### src/rtl/piso_tx_pkg.sv
// Shared types and constants for the two-requester serial transmitter.
package piso_tx_pkg;

  typedef enum logic [1:0] {
    ST_IDLE  = 2'd0,
    ST_SHIFT = 2'd1,
    ST_GAP   = 2'd2
  } state_t;

  localparam logic REQ0 = 1'b0;
  localparam logic REQ1 = 1'b1;

endpackage

### src/rtl/piso_shifter.sv
// Parallel-in/serial-out register: MSB out, zero fill, load beats shift.
module piso_shifter #(
  parameter int WIDTH = 4
) (
  input  logic             clk,
  input  logic             reset,
  input  logic             load,
  input  logic             shift_en,
  input  logic [WIDTH-1:0] din,
  output logic             msb
);

  logic [WIDTH-1:0] q;

  // Load a new word or shift left one bit per cycle.
  always_ff @(posedge clk or negedge reset) begin
    if (!reset)        q <= '0;
    else if (load)     q <= din;
    else if (shift_en) q <= {q[WIDTH-2:0], 1'b0};
  end

  assign msb = q[WIDTH-1];

endmodule

### src/rtl/piso_tx_arbiter.sv
// Round-robin arbiter feeding one shared PISO shifter, with frame
// qualifier, end-of-word pulse and a fixed inter-frame gap.
module piso_tx_arbiter
  import piso_tx_pkg::*;
#(
  parameter int WIDTH = 4,
  parameter int GAP   = 1
) (
  input  logic             clk,
  input  logic             reset,
  input  logic             req0_valid,
  input  logic [WIDTH-1:0] req0_data,
  output logic             req0_ready,
  input  logic             req1_valid,
  input  logic [WIDTH-1:0] req1_data,
  output logic             req1_ready,
  output logic             sout,
  output logic             sframe,
  output logic             sdone,
  output logic             grant_id,
  output logic             busy
);

  localparam int BW = $clog2(WIDTH);
  localparam int GW = (GAP > 0) ? $clog2(GAP + 1) : 1;

  state_t           state, state_nxt;
  logic [BW-1:0]    bitcnt;
  logic [GW-1:0]    gapcnt;
  logic             last_grant;
  logic             load, shift_en, win, msb;
  logic [WIDTH-1:0] load_data;

  assign win       = req1_ready;
  assign load_data = (win == REQ1) ? req1_data : req0_data;
  // Serial outputs are decoded from state so an async reset kills them at once.
  assign sout      = sframe & msb;
  assign busy      = (state != ST_IDLE);

  piso_shifter #(.WIDTH(WIDTH)) u_shifter (
    .clk      (clk),
    .reset    (reset),
    .load     (load),
    .shift_en (shift_en),
    .din      (load_data),
    .msb      (msb)
  );

  // State register.
  always_ff @(posedge clk or negedge reset) begin
    if (!reset) state <= ST_IDLE;
    else        state <= state_nxt;
  end

  // Grant history, bit counter and gap counter.
  always_ff @(posedge clk or negedge reset) begin
    if (!reset) begin
      grant_id   <= REQ0;
      last_grant <= REQ1;
      bitcnt     <= '0;
      gapcnt     <= '0;
    end else begin
      if (load) begin
        grant_id   <= win;
        last_grant <= win;
        bitcnt     <= BW'(WIDTH - 1);
      end else if (shift_en) begin
        bitcnt <= bitcnt - 1'b1;
      end
      if (state == ST_SHIFT && state_nxt == ST_GAP) gapcnt <= GW'(GAP - 1);
      else if (state == ST_GAP)                     gapcnt <= gapcnt - 1'b1;
    end
  end

  // Arbitration, next state and frame outputs.
  always_comb begin
    state_nxt  = state;
    req0_ready = 1'b0;
    req1_ready = 1'b0;
    load       = 1'b0;
    shift_en   = 1'b0;
    sframe     = 1'b0;
    sdone      = 1'b0;
    case (state)
      ST_IDLE: begin
        // Contention goes to whoever was not served last.
        req0_ready = reset & req0_valid & (~req1_valid | (last_grant == REQ1));
        req1_ready = reset & req1_valid & (~req0_valid | (last_grant == REQ0));
        if (req0_ready | req1_ready) begin
          load      = 1'b1;
          state_nxt = ST_SHIFT;
        end
      end
      ST_SHIFT: begin
        sframe   = 1'b1;
        shift_en = 1'b1;
        if (bitcnt == '0) begin
          sdone     = 1'b1;
          state_nxt = (GAP > 0) ? ST_GAP : ST_IDLE;
        end
      end
      ST_GAP: begin
        if (gapcnt == '0) state_nxt = ST_IDLE;
      end
      default: state_nxt = ST_IDLE;
    endcase
  end

endmodule

### config.mk
export PLATFORM = sky130hd
export DESIGN_NAME = piso_tx_arbiter
export DESIGN_NICKNAME = d
export VERILOG_FILES = /design/src/rtl/piso_tx_pkg.sv /design/src/rtl/piso_shifter.sv /design/src/rtl/piso_tx_arbiter.sv
export SDC_FILE = /design/constraint.sdc
export NUM_CORES = 1
export LEC_CHECK = 0
export ABC_AREA = 1
export BUFFER_PORTS_ARGS = -buffer_cell sky130_fd_sc_hd__buf_2
export CORE_MARGIN = 3
export CORE_UTILIZATION = 25
export CTS_CLUSTER_SIZE = 25
export DETAILED_ROUTE_END_ITERATION = 8
export PLACE_DENSITY = 0.44
export RECOVER_POWER = 50
export SKIP_LAST_GASP = 1
export SLEW_MARGIN = 20
export SYNTH_ARGS = -nofsm -noshare
export SYNTH_HDL_FRONTEND = slang
export SYNTH_SLANG_ARGS = --single-unit
export TNS_END_PERCENT = 10
### constraint.sdc
create_clock -name clk -period 2.36 [get_ports clk]
set_clock_uncertainty 0.2 [all_clocks]
set_input_delay 0.118 -clock clk [delete_from_list [all_inputs] [get_ports clk]]
set_output_delay 0.118 -clock clk [all_outputs]
set_load 0.005 [all_outputs]
==> flow_summary.toml <==
[run_status]
outcome = "finished, violations left"
violations = "negative hold slack"

[power]
p_int_w = 0.0005289
clkPwrFrac_pct = 14.6
sw_frac_of_total_pct = 43.70
power.switching_w = 0.0004106
ir_worst_vdd_uv = 398.6
power_frac_comb_pct = 49.6
p_per_area_mw_per_mm2 = 1124
p_leak_nw = 0.4618
power_frac_seq_pct = 35.9

[place]
hpwlAfterDp_microns = 1103
portBuffers = 18
post-place-cells = 126
gp_congestion = 0.7172
dp_slack_ns = 0.8938

[setup_path]
reg2reg_from = "state[1]$_DFF_PN0_"
slowest_delay_ns = 0.56
critPathArrivalTime_ns = 2.13
startpoint_type = "input port"
cp_cell_sequence = "dlygate4sd3_1 > buf_2 > nand2_1 > inv_1 > nand3_4 > nor2_1 > nor2_1 > o21ai_2 > dlygate4sd3_1 > nand2_2"
crit_slowest_cell = "dlygate4sd3_1"
crit_type = "input port to register"
timing.critical_path.from = "reset"
cp-end-kind = "register"
cp.required_ns = 2.33
cp_num_buf_inv = 4
cp_max_fo = 14
crit_family = "buffers and inverters"

[worst_hold_path]
min_from = "req0_data[2]"
hp-class = "input port to register"

[cells_and_area]
layout_commonest_cell = "buf_2"
fillerInstances = 275
final_cells = 134
mostFrequentLayoutCells = "buf_2 (17), inv_1 (15), nand2_1 (12), dfrtp_1 (10), nor2_1 (8)"
fin_nets = 120
syn_to_final_growth_pct = 27.97
drive_gt1_share_pct = 30.19
utilization_pct = 35.72
n_antenna_cell = 0

[sta]
tightest_slew_ns = 0.3795
rsz0062_at_grt = "no"
setup_viol = 0
hold_ws_ns = -0.002406
timing.final.ws_setup_ns = 0.2041
tns_ns = 0
period_share_pct = 91.35
fin_crit_ns = 2.156
slew_headroom_pct = 74.60
fmax_ghz = 0.4638
hold_viol = 1
drv_slew = 0

[cts]
insertion_delay_ns = 0.27
post_cts_buffers = 0
numCtsBuffers = 3
cts_tree = "yes"
cts_root_buffer = "clkbuf_4"
clk_pin_slew_ns = 0.08
cts_buffer_depth = 2
cts_max_level = 1
hold_buffers = 4
post_cts_resized = 0
clock_sinks = 11

[floorplan]
pin_count = 19
core-area_sq_mm = 0.002340
rows = 17
die-area_sq_mm = 0.003262
initial_utilization_pct = 27.91
die_x_microns = 57.11
die_y_microns = 57.11

[routing]
drc_errors = 0
avgViaCountPerCell = 4.351
drtIter0Drc = 3
ant_nets = 0
wl_microns = 1421
firstDrtPassIters = 2
post_drt_wl_per_cell_microns = 10.60
vias = 583

[yosys]
netlist_instances = 80
ys_warn_count = 0
synth.distinct_cells = 20
synth_seq_cells = 11
syn_area_sq_um = 653.1
avgSynthCellArea_sq_um = 8.164
syn_nets = 93
yosysSeqAreaShare_pct = 42.34

[grt]
grt_pass1_vias = 574
grt_util_all_layers_pct = 9.981
grt_max_degree = 15
antenna_found_initial = 0
grt_pass1_wl_microns = 2504
overflow = 0

[job]
max-cap-violations = 0
## worst register-to-register path, delay by kind of cell, from the launching register on
| family | cells | cell delay (ns) |
|---|---|---|
| AOI/OAI and AO/OA | 1 | 0.06 |
| buffers and inverters | 1 | 0.56 |
| DFF | 1 | 0.42 |
| and+or+nand+nor | 4 | 0.67 |
## worst paths after layout
path	endpoint	slack, ns	cells after the start
max in group asynchronous	last_grant$_DFFE_PN1P_	1.59	2
min in group asynchronous	u_shifter.q[2]$_DFFE_PN0P_	0.07	2
setup reg to reg	u_shifter.q[0]$_DFFE_PN0P_	0.40	6
setup / recovery	u_shifter.q[0]$_DFFE_PN0P_	0.20	10
hold reg to reg	gapcnt$_DFFE_PN0P_	0.27	1
hold / removal	u_shifter.q[2]$_DFFE_PN0P_	-0.002	5
## metal layers
metal | track usage, % | share of wire, %
met3 | 2.262 | 3.1
met4 | 6.954 | 3.0
met1 | 12.02 | 47
met5 | 0 | 0
met2 | 15.66 | 47
## cell families after synthesis
logic type	Yosys count	share of synthesized area, %
adder cells (fa/ha/maj)	1	1.915
buffers and inverters	18	10.73
AO/OA/AOI/OAI	16	14.56
AND/OR/NAND/NOR	34	30.46
flip-flops	11	42.34
## registers in the layout (all words and copies together), names as in the netlist
| register | flops |
|---|---|
| u_shifter.q | 4 |
| state | 2 |
| gapcnt | 1 |
| bitcnt | 2 |
| last_grant | 1 |
| grant_id | 1 |
## cell type report
class                   count  area (sq um)  area share, %
clock buffers               4         26.28          3.144
well taps                  28         35.03          4.192
multi-input cells          51         299.0          35.78
flip-flops and latches     11         276.5          33.08
inverters                  18         70.07          8.383
repair buffers             22         128.9          15.42
## metrics by stage
step	area (sq um)	total power [W]
after floorplan	653.1	0.0006856
after global placement	778.2	0.0008262
after detailed placement	778.2	0.0008253
after CTS	844.6	0.0009731
after global routing	835.8	0.001038
final	835.8	0.0009395
## synthesized netlist by cell type
cell / n / share of area (%)
o21ai_0: 1 / 0.77
nand2_2: 2 / 1.9
inv_4: 1 / 0.96
nand2_1: 12 / 6.9
nand3_1: 5 / 3.8
nor2_8: 1 / 3.1
nor2_1: 7 / 4.0
ha_1: 1 / 1.9
inv_1: 15 / 8.6
o21ai_1: 6 / 4.6
o21ai_2: 1 / 1.3
nand3_4: 1 / 2.7
dfrtp_1: 10 / 38
nand4_1: 3 / 2.9
o21ai_4: 1 / 2.5
a21oi_1: 7 / 5.4
nand2_4: 1 / 1.7
inv_2: 2 / 1.1
dfstp_2: 1 / 4.0
nor2_4: 2 / 3.4
## power by group through the flow
stage                     logic, W  registers (W)  clock network (W)
after floorplan           0.000350       0.000336                  0
after global placement    0.000482       0.000344                  0
after detailed placement  0.000483       0.000342                  0
after CTS                 0.000492       0.000341           0.000141
after global routing      0.000539       0.000347           0.000152
final                     0.000466       0.000337           0.000137
No activity file was read; power rests on OpenSTA's default activity.
